==> src/rtl/video_sync_detector.sv <==
// Video sync timing detector: measures HS/VS periods, locks on the expected raster, and emits pixel coordinates.
// Define VIDEO_SYNC_DETECTOR_ERR_COUNT_EN to build the saturating timing-error counter on err_count.
module video_sync_detector #(
  parameter int EXP_HORI_LINE = 800,
  parameter int EXP_VERT_LINE = 525,
  parameter int LOCK_FRAMES   = 2
) (
  input  logic        vga_clk,
  input  logic        reset_n,
  input  logic        HS,
  input  logic        VS,
  input  logic        blank_n,
  output logic [10:0] pixel_x,
  output logic [9:0]  pixel_y,
  output logic        pixel_valid,
  output logic        line_start,
  output logic        frame_start,
  output logic        locked,
  output logic [10:0] h_total,
  output logic [9:0]  v_total,
  output logic        timing_err,
  output logic [15:0] err_count
);

  typedef enum logic [1:0] {SEARCH, MEASURE, LOCKED} state_t;

  state_t      state;
  logic        hs_r, vs_r, blank_r;
  logic        hs_d, vs_d, blank_d;
  logic        hs_fall, vs_fall, blank_fall;
  logic [10:0] h_cnt, x_cnt;
  logic [9:0]  v_cnt, y_cnt;
  logic [10:0] h_meas;
  logic [9:0]  v_meas;
  logic        line_bad, frame_mismatch, frame_ok, wd_fire, err_fire;
  logic [2:0]  match_cnt;
  logic        frame_bad;

  always_comb begin
    hs_fall        = hs_d & ~hs_r;
    vs_fall        = vs_d & ~vs_r;
    blank_fall     = blank_d & ~blank_r;
    h_meas         = (h_cnt == '1) ? h_cnt : h_cnt + 11'd1;
    // A line whose HS edge lands on the VS edge is counted into the frame it closes.
    v_meas         = (hs_fall && v_cnt != '1) ? v_cnt + 10'd1 : v_cnt;
    line_bad       = hs_fall && (h_meas != 11'(EXP_HORI_LINE));
    frame_mismatch = vs_fall && (v_meas != 10'(EXP_VERT_LINE));
    frame_ok       = !frame_bad && !line_bad && (v_meas == 10'(EXP_VERT_LINE));
    wd_fire        = !hs_fall && (h_cnt == 11'd2046);
    err_fire       = wd_fire || ((state == LOCKED) && (line_bad || frame_mismatch));
  end

  always_ff @(posedge vga_clk or negedge reset_n) begin
    if (!reset_n) begin
      hs_r    <= 1'b1;
      vs_r    <= 1'b1;
      blank_r <= 1'b0;
      hs_d    <= 1'b1;
      vs_d    <= 1'b1;
      blank_d <= 1'b0;
      h_cnt   <= '0;
      v_cnt   <= '0;
      x_cnt   <= '0;
      y_cnt   <= '0;
    end else begin
      hs_r    <= HS;
      vs_r    <= VS;
      blank_r <= blank_n;
      hs_d    <= hs_r;
      vs_d    <= vs_r;
      blank_d <= blank_r;
      if (hs_fall)              h_cnt <= '0;
      else if (h_cnt != '1)     h_cnt <= h_cnt + 11'd1;
      if (vs_fall)              v_cnt <= '0;
      else if (hs_fall && v_cnt != '1) v_cnt <= v_cnt + 10'd1;
      if (hs_fall)              x_cnt <= '0;
      else if (blank_r && x_cnt != '1) x_cnt <= x_cnt + 11'd1;
      if (vs_fall)              y_cnt <= '0;
      else if (blank_fall && y_cnt != '1) y_cnt <= y_cnt + 10'd1;
    end
  end

  always_ff @(posedge vga_clk or negedge reset_n) begin
    if (!reset_n) begin
      pixel_x     <= '0;
      pixel_y     <= '0;
      pixel_valid <= 1'b0;
      line_start  <= 1'b0;
      frame_start <= 1'b0;
      h_total     <= '0;
      v_total     <= '0;
    end else begin
      pixel_x     <= x_cnt;
      pixel_y     <= y_cnt;
      pixel_valid <= blank_r & locked;
      line_start  <= hs_fall;
      frame_start <= vs_fall;
      if (hs_fall) h_total <= h_meas;
      if (vs_fall) v_total <= v_meas;
    end
  end

  always_ff @(posedge vga_clk or negedge reset_n) begin
    if (!reset_n) begin
      state      <= SEARCH;
      match_cnt  <= '0;
      frame_bad  <= 1'b0;
      locked     <= 1'b0;
      timing_err <= 1'b0;
    end else begin
      timing_err <= err_fire;
      if (err_fire) begin
        state  <= SEARCH;
        locked <= 1'b0;
      end else begin
        case (state)
          SEARCH: begin
            if (vs_fall) begin
              state     <= MEASURE;
              match_cnt <= '0;
              frame_bad <= 1'b0;
            end
          end
          MEASURE: begin
            if (vs_fall) begin
              frame_bad <= 1'b0;
              if (frame_ok) begin
                match_cnt <= match_cnt + 3'd1;
                if (match_cnt + 3'd1 == 3'(LOCK_FRAMES)) begin
                  state  <= LOCKED;
                  locked <= 1'b1;
                end
              end else begin
                match_cnt <= '0;
              end
            end else if (line_bad) begin
              frame_bad <= 1'b1;
            end
          end
          LOCKED: ;
          default: begin
            state  <= SEARCH;
            locked <= 1'b0;
          end
        endcase
      end
    end
  end

`ifdef VIDEO_SYNC_DETECTOR_ERR_COUNT_EN
  always_ff @(posedge vga_clk or negedge reset_n) begin
    if (!reset_n)                        err_count <= '0;
    else if (err_fire && err_count != '1) err_count <= err_count + 16'd1;
  end
`else
  assign err_count = '0;
`endif

endmodule
==> config.mk <==
export PLATFORM = sky130hd
export DESIGN_NAME = video_sync_detector
export DESIGN_NICKNAME = d
export VERILOG_FILES = /design/src/rtl/video_sync_detector.sv
export SDC_FILE = /design/constraint.sdc
export NUM_CORES = 1
export LEC_CHECK = 0
export ABC_AREA = 1
export CORE_ASPECT_RATIO = 0.6
export CORE_UTILIZATION = 45
export CTS_CLUSTER_DIAMETER = 40
export DETAILED_ROUTE_END_ITERATION = 12
export PLACE_DENSITY = 0.8
export REMOVE_ABC_BUFFERS = 1
export SLEW_MARGIN = 10
export SYNTH_ARGS = -nofsm -noshare
export SYNTH_HDL_FRONTEND = slang
export SYNTH_SLANG_ARGS = --single-unit
==> constraint.sdc <==
create_clock -name vga_clk -period 1.8 [get_ports vga_clk]
set_input_delay 0.45 -clock vga_clk [delete_from_list [all_inputs] [get_ports vga_clk]]
set_output_delay 0.45 -clock vga_clk [all_outputs]
set_load 0.05 [all_outputs]
### Yosys cells after proc, flatten, opt, wreduce, memory -nomap -nowiden

Index checks and enable logic that the tools add are counted.

* output and inout bits: 63
* register bits: 101
* input port bits: 5

* mux-type cells: 28
* $add $sub $neg: 5
* bitwise operators: 8
* reduce and logical (&&, ||, !) cells: 24
* eq/ne operators: 21

Operator list (count)
* $mux 11: 5
* $mux 10: 4
* $ne 10x10->1 const B: 3
* $add 11x1->11 const B: 2
* $eq 11x11->1 const B: 2
* $ne 11x11->1 const B: 2
* $add 10x1->10 const B: 2
* $ne 3x3->1 const B: 5
* $reduce_and 4->1: 3
* $ne 11x10->1 const B: 1
* $eq 10x10->1 const B: 1
* $mux 2: 5
* $logic_and 1x1->1: 9
* $mux 3: 3
* $reduce_bool 2->1: 4
* $mux 1: 7
* $ne 2x2->1 const B: 3
* $pmux 2 s3: 1
* $pmux 3 s2: 1
* $reduce_and 5->1: 1
* $and 1x1->1: 4
* $not 1->1: 4
* $pmux 1 s2: 2
* $add 3x1->3 const B: 1
* 8 further kinds: 11

### Logic depth before layout (Yosys ltp)

Gate-level depths: netlist of run 1.

* depth in word-level cells: 11
* mapped depth: 20

### Worst setup path before layout of run 1

OpenSTA, ideal clock, no wires.

* kind: register -> register
* start point: register h_cnt[0]
* end point: register state[0]
* cell stages (with the launch flop): 17
* library setup time: 0.125 ns
* period minus slack after synthesis: 1.993 ns
* arrival: 1.868 ns
* slack: -0.193 ns
* cell sequence: dfrtp_1 -> ha_1 -> inv_1 -> nor2_4 -> nand3b_2 -> buf_6 -> nand3_1 -> a21oi_2 -> nand2_1 -> nor2_1 -> nand2_1 -> nand2_2 -> nand2_2 -> a21oi_2 -> nand2_1 -> nand2_1 -> a21oi_1

* word-level cells in the longest chain between the ends: 9
* elaborated cells between the ends (all ways): 20

RTL lines
* from (decl): line 31 `logic [10:0] h_cnt, x_cnt;`
* from (signal assigned): line 73 `else if (h_cnt != '1) h_cnt <= h_cnt + 11'd1;`
* $add 11x1->11 / $eq 11x11->1 (equally long branches): line 43 `h_meas = (h_cnt == '1) ? h_cnt : h_cnt + 11'd1;`
* $mux 11: line 43
* $ne 11x10->1: line 46 `line_bad = hs_fall && (h_meas != 11'(EXP_HORI_LINE));`
* $logic_and 1x1->1: line 46
* $logic_or 1x1->1 / $logic_not 1->1 (equally long branches): line 50, 48
* $logic_and 1x1->1, on equally long branches: line 50, 48
* $logic_or 1x1->1 / $logic_and 1x1->1 (equally long branches): line 50, 48
* $ne 3x3->1 (no line) / $ne 2x2->1 (equally long branches)
* $reduce_and 5->1 (no line)
* to (signal assigned): line 105 `state <= SEARCH;`
* to (signal assigned): line 113 `state <= SEARCH;`
* to (signal assigned): line 119 `state <= MEASURE;`
* to (decl): line 27 `state_t state;`

Parallel ways exist; a longest one is shown, timed or not.
A chain may end at the register's enable or synchronous reset.

### Worst setup path after layout of run 1

* start point: register h_cnt[1]
* end point: register state[0]

The elaborated chain is that of the path after synthesis.

==> reports/metrics.cfg, run 1 <==
[floorplan]
ios = 68
row_count = 28
start_util_pct = 46.7
die_h_um = 80.7
coreArea_mm2 = 0.00995
fp.dieW_um = 133
die_area_mm2 = 0.0107

[critical_path]
crit_buf_inv = 2
path_cells = ha_2, inv_2, nor2_4, buf_12, nand3b_2, a21oi_2, nand2_1, nor2_1, nand2_1, nand2_2, nand2_2, a21oi_4, nand2_2, nand2_2, a21oi_1
cpMostUsedCell = nand2_2
path_max_fanout = 5
crit_required_ns = 2.03
path_class = reg2reg
path_delay_family = simple AND/OR/NAND/NOR gates
startpoint_type = register
critPathMaxStageDelay_ns = 0.36
crit_arrival_ns = 2.52
setup.worst_path.end_class = register
cp_slowest_cell = dfrtp_1

[power_and_ir_drop]
p_int_mw = 4.17
clock_power_share_pct = 32.7
comb_power_share_pct = 25.8
leakage_nw = 3.40
power.switching_mw = 2.13
powerDensity_mw_per_mm2 = 948
peakVddDrop_mv = 0.576
power.total_mw = 6.30
pwr-share-seq_pct = 41.6
switching_share_pct = 33.8

[synthesis]
ys_types = 39
ys.flop_type = dfrtp_1
syn_inst = 531
ys_warn_count = 0
synthArstFlopShare_pct = 100
syn_area_mm2 = 0.00464
synth-edff-count = 0
synth.area.top_cells = dfrtp_1 (52%), nand2_1 (9.3%), inv_1 (5.4%), nor2_1 (4.6%), o21ai_0 (3.8%)
synth.yosys.seq_area_share_pct = 54.5
syn_avg_cell_area_um2 = 8.75
ys_ff_latch = 101
yosysTopAreaCell = dfrtp_1
synth_top_area_share_pct = 52.3

[global_routing]
grt_max_degree = 46
grt_pass1_wl_um = 19400
grt_pass1_vias = 4111
grt_usage_pct = 23.5
grt_overflow = 0
antenna_found_initial = 0

[cts]
cts_tree = built
clk_latency_ns = 0.36
cts_made_buffers = 9
htreeDepth = 3
numClockSinks = 101
ctsRootBufferMaster = clkbuf_16
path_clk_slew_ns = 0.07
clockBufferDepth = 2

[timing]
fmaxAchievable_mhz = 438
period_minus_slack_ns = 2.29
fin_skew_ns = 0.00688
fin_crit_sh_pct = 127
setup-violations-final = 19
hold_violations = 0
rsz0062_at_grt = true
setup-tns-final_ns = -3.98
slew_viol_final = 0
fin_ws_ns = -0.486

[job]
cap_violations = 0

[final_layout]
drive_gt1_share_pct = 39.5
area_delta_synth_final_pct = 43.0
instances_no_fill = 837
fin_util_pct = 66.8
nNetsFinal = 709
antennaDiodeCount = 0

[detailed_routing]
post_drt_wl_per_cell_um = 14.8
drt-total-wl_um = 12400
drt_first_iter_violations = 379
firstDrtPassIters = 5
vias = 4316
ant_nets = 0
vias_per_cell = 5.16
drc = 0

[placement]
placed_cells = 785
dp_slack_ns = -0.428
gp_congestion = 0.889
place_hpwl_um = 7490
port_buffers = 51

[run_status]
outcome = complete, but fails checks
violations = setup timing

[hold_path]
hold_path_class = reg2reg

[synthesized netlist by cell type, types with 5 or more instances]
cell type,number
nand4_1,10
nand3b_1,5
ha_1,7
a21oi_1,9
inv_1,67
xor2_1,7
nand3_1,34
buf_4,17
nor2_1,57
nand2_1,115
nand2_2,11
nor3_1,14
dfrtp_1,97
nor2_2,5
o21ai_0,35
[power by group through the flow]
stage,logic [mW],clock network [mW],registers [mW]
6_report,1.62,2.06,2.62
5_1_grt,1.74,2.19,2.64
4_1_cts,1.51,2.09,2.60
2_1_floorplan,0.546,0,2.97
3_3_place_gp,1.41,0,2.63
3_5_place_dp,1.45,0,2.64
[final cells by class]
cell class | instances | area, µm²
clock inverter | 6 | 76.3
multi-input combinational | 352 | 2060
fill | 759 | 3310
inverter | 68 | 255
tap | 135 | 169
sequential | 101 | 2530
timing repair buffer | 165 | 1310
clock buffer | 10 | 239
[per-layer routing]
metal	GRT usage [%]	part of all wire, %	vias to the layer above
met3	8.14	7.2	40
met1	30.6	43	2107
met4	8.07	2.7	0
li1	-	-	1994
met5	0	0	-
met2	36.4	47	175
[logic make-up (layout without fill, tap and decap cells)]
family / after synthesis / count (layout) / synth area share, %
AND/OR/NAND/NOR: 262 / 264 / 25.8
multiplexers: 1 / 1 / 0.216
other: 1 / 16 / 0.0807
buffers and inverters: 95 / 249 / 9.40
XOR/XNOR: 9 / 9 / 1.70
AO/OA/AOI/OAI: 55 / 55 / 6.44
flip-flops: 101 / 101 / 54.5
adder cells (fa/ha/maj): 7 / 7 / 1.89
[through the flow]
step	cell area, µm²	hold slack (ns)
2_1_floorplan	4520	0.154
3_3_place_gp	5700	0.315
3_5_place_dp	5700	0.322
4_1_cts	6360	0.375
5_1_grt	6640	0.377
6_report	6640	0.374
[cell usage in the layout, fill, tap and decap left out, types with 4 or more instances in the layout]
cell,instances
clkbuf_16,9
inv_1,59
nand2_4,4
dfstp_2,4
conb_1,16
buf_4,152
nand2_1,94
nand4_1,10
nand3_2,12
inv_2,9
ha_1,4
nand2_2,28
o21ai_2,5
buf_6,6
nand3_1,22
nor2_4,10
o21ai_0,26
o21ai_1,5
xor2_1,7
nor2_1,46
a21oi_1,8
nor2_2,8
dfrtp_1,96
nor3_1,10
nand3b_1,5
[final timing paths]
kind,from,end,slack [ns],cells past startpoint
max in group asynchronous,reset_n,vs_r$_DFF_PN1_,0.76,3
min in group asynchronous,reset_n,pixel_x[4]$_DFF_PN0_,0.49,2
hold reg to reg,vs_r$_DFF_PN1_,vs_d$_DFF_PN1_,0.37,0
setup / recovery,h_cnt[1]$_DFFE_PN0P_,state[0]$_DFFE_PN0P_,-0.49,15
setup reg to reg,h_cnt[1]$_DFFE_PN0P_,state[0]$_DFFE_PN0P_,-0.49,15
hold / removal,vs_r$_DFF_PN1_,vs_d$_DFF_PN1_,0.37,0
[timing repair]
action / CTS / global route
buffers inserted: 24 / 14
pin swaps: 23 / 37
cloned: 2 / 0
resized for setup: 36 / 65
hold buffers: 1 / 0
endpoints found under the setup margin: 11 / 29
hold endpoints to repair: 12 / 0
[sequential cells by signal, summed over array words and instances (netlist names)]
| register | flops |
|---|---|
| vs_d | 1 |
| hs_d | 1 |
| pixel_x | 11 |
| h_cnt | 11 |
| blank_d | 1 |
| match_cnt | 3 |
| timing_err | 1 |
| v_cnt | 10 |
| pixel_y | 10 |
| line_start | 1 |
| h_total | 11 |
| locked | 1 |
| vs_r | 1 |
| x_cnt | 11 |
| hs_r | 1 |
| frame_start | 1 |
| frame_bad | 1 |
| v_total | 10 |
| blank_r | 1 |
| state | 2 |
| pixel_valid | 1 |
| y_cnt | 10 |
Power figures use the tool's default switching activity.
==> run 2: changes to the inputs <==
--- a/config.mk
+++ b/config.mk
@@ -10,7 +10,7 @@
 export CORE_UTILIZATION = 45
 export CTS_CLUSTER_DIAMETER = 40
 export DETAILED_ROUTE_END_ITERATION = 12
-export PLACE_DENSITY = 0.8
+export PLACE_DENSITY = 0.75
 export REMOVE_ABC_BUFFERS = 1
 export SLEW_MARGIN = 10
 export SYNTH_ARGS = -nofsm -noshare
==> reports/metrics.cfg, run 2 (synthesis results as in run 1) <==
[hold_path]
hold_path_class = in2async  ; was reg2reg

[job]
cap_violations = 0  ; unchanged

[detailed_routing]
drt-total-wl_um = 11800  ; was 12400 µm
vias_per_cell = 5.03  ; was 5.16
drc = 0  ; unchanged
firstDrtPassIters = 4  ; was 5
ant_nets = 0  ; unchanged
vias = 4155  ; was 4316
post_drt_wl_per_cell_um = 14.3  ; was 14.8 µm
drt_first_iter_violations = 239  ; was 379

[cts]
path_clk_slew_ns = 0.07  ; about the same
cts_made_buffers = 9  ; unchanged
clockBufferDepth = 2  ; unchanged
numClockSinks = 101  ; unchanged
htreeDepth = 3  ; unchanged
ctsRootBufferMaster = clkbuf_16  ; unchanged
clk_latency_ns = 0.35  ; was 0.36 ns
cts_tree = built  ; unchanged
ctsHoldBuffers = 0  ; was 1

[final_layout]
final_common_cell = buf_4  ; unchanged
final_area_mm2 = 0.00651  ; was 0.00664 mm²
final_cell_mix = buf_4 (139), nand2_1 (101), dfrtp_1 (97), inv_1 (60), nor2_1 (51)  ; was buf_4 (152), dfrtp_1 (96), nand2_1 (94), inv_1 (59), nor2_1 (46)
drive_gt1_share_pct = 36.3  ; was 39.5%
fillers = 792  ; was 759
nNetsFinal = 698  ; was 709
area_delta_synth_final_pct = 40.2  ; was 43.0%
antennaDiodeCount = 0  ; unchanged

[global_routing]
antenna_found_initial = 0  ; unchanged
grt_max_degree = 30  ; was 46
grt_usage_pct = 22.6  ; was 23.5%
grt_overflow = 0  ; unchanged
grt_pass1_wl_um = 18600  ; was 19400 µm
grt_pass1_vias = 4024  ; was 4111

[critical_path]
setup.worst_path.end_class = register  ; unchanged
cp_slowest_cell = dfrtp_1  ; unchanged
crit_required_ns = 2.05  ; was 2.03 ns
worstReg2RegEnd = locked$_DFFE_PN0P_  ; was state[0]$_DFFE_PN0P_
cp-startpoint = h_cnt[1]$_DFFE_PN0P_  ; unchanged
startpoint_type = register  ; unchanged
critPathMaxStageDelay_ns = 0.36  ; about the same
worst-r2r-setup-slack_ns = -0.50  ; was -0.49 ns
timing.rr.start = h_cnt[1]$_DFFE_PN0P_  ; unchanged
path_cells = ha_2, inv_2, nor2_4, buf_6, nand2_1, xor2_1, nand2_1, nand2_1, nor2_2, nand2_1, nand2_2, nand2_4, nand2_1, nand2_1, nand2_2, nand2_2, nand2_1, nand2_1, nand2_1  ; was ha_2, inv_2, nor2_4, buf_12, nand3b_2, a21oi_2, nand2_1, nor2_1, nand2_1, nand2_2, nand2_2, a21oi_4, nand2_2, nand2_2, a21oi_1
r2r_cells = 19  ; was 15
crit_arrival_ns = 2.55  ; was 2.52 ns
cpMostUsedCell = nand2_1  ; was nand2_2
path_max_fanout = 6  ; was 5
path_class = reg2reg  ; unchanged

[placement]
gp_congestion = 0.874  ; was 0.889
port_buffers = 51  ; unchanged
place_hpwl_um = 7890  ; was 7490 µm
place_area_mm2 = 0.00574  ; was 0.00570 mm²

[power_and_ir_drop]
powerDensity_mw_per_mm2 = 956  ; was 948 mW/mm²
peakVddDrop_mv = 0.557  ; was 0.576 mV
power.total_mw = 6.23  ; was 6.30 mW
leakage_nw = 3.32  ; was 3.40 nW

[floorplan]
fp.dieW_um = 133  ; unchanged
row_count = 28  ; unchanged
coreArea_mm2 = 0.00995  ; unchanged
die_h_um = 80.7  ; unchanged
ios = 68  ; unchanged
start_util_pct = 46.7  ; unchanged
die_area_mm2 = 0.0107  ; unchanged

[run_status]
violations = setup timing  ; unchanged
outcome = complete, but fails checks  ; unchanged

[timing]
fin_crit_sh_pct = 128  ; was 127%
rsz0062_at_grt = true  ; unchanged
hold_violations = 0  ; unchanged
period_minus_slack_ns = 2.30  ; was 2.29 ns
slew_viol_final = 0  ; unchanged
fin_ws_ns = -0.502  ; was -0.486 ns
fmaxAchievable_mhz = 434  ; was 438 MHz
setup-violations-final = 15  ; was 19
hold_ws_ns = 0.0443  ; was 0.374 ns
fin_skew_ns = 0.00698  ; was 0.00688 ns

-- run 2: routing by layer --
metal / vias to the layer above / routed length (µm) / GRT usage [%]
met1: 2005 / 5300 / 29.2
met4: 0 / 285 / 9.09
met5: - / 0 / 0
met2: 139 / 5610 / 36.4
li1: 1980 / - / -
met3: 31 / 644 / 6.12
-- run 2: worst max-delay path by stage --
stage | to | depth (start not counted)
after floorplan | state[0]$_DFFE_PN0P_ | 15
after global placement | state[1]$_DFFE_PN0P_ | 16
after detailed placement | state[0]$_DFFE_PN0P_ | 16
after CTS | state[0]$_DFFE_PN0P_ | 16
after global routing | locked$_DFFE_PN0P_ | 19
final | locked$_DFFE_PN0P_ | 19
-- run 2: report_power, final --
group	internal, mW	switching [mW]
logic	0.589	1.05
registers	2.47	0.142
clock network	1.10	0.877
total	4.15	2.07
-- run 2: cell type report --
type / instances / area, µm² / area share, %
clock buffer: 9 / 225 / 3.46
multi-input combinational: 351 / 1990 / 30.5
sequential: 101 / 2530 / 38.9
tap: 135 / 169 / 2.59
timing repair buffer: 155 / 1250 / 19.3
clock inverter: 7 / 80.1 / 1.23
inverter: 68 / 260 / 4.00
-- run 2: critical path, delay by kind of cell (launching register included) --
kind,cells,cell delay (ns)
XOR/XNOR,1,0.23
adder cells (fa/ha/maj),1,0.20
AND/OR/NAND/NOR,15,1.21
flip-flops,1,0.36
buffers and inverters,2,0.19
-- run 2: timing repair --
| action | CTS | global route |
|---|---|---|
| hold endpoints to repair | 0 | 0 |
| gates resized for setup | 34 | 58 |
| pin swaps | 8 | 23 |
| endpoints found under the setup margin | 11 | 29 |
| cloned | 1 | 0 |
| buffers inserted | 18 | 13 |
-- run 2: stage by stage --
| stage | std cells | utilization (%) | TNS, ns | setup slack [ns] |
|---|---|---|---|---|
| CTS | 822 | 63.5 | -2.77 | -0.327 |
| floorplan | 519 | - | -6.82 | -0.783 |
| global placement | 787 | 57.7 | -1.93 | -0.282 |
| detailed placement | 787 | 57.7 | -3.89 | -0.539 |
| global route | 826 | 65.4 | -5.85 | -0.617 |
| finish | 826 | 65.4 | -3.51 | -0.502 |
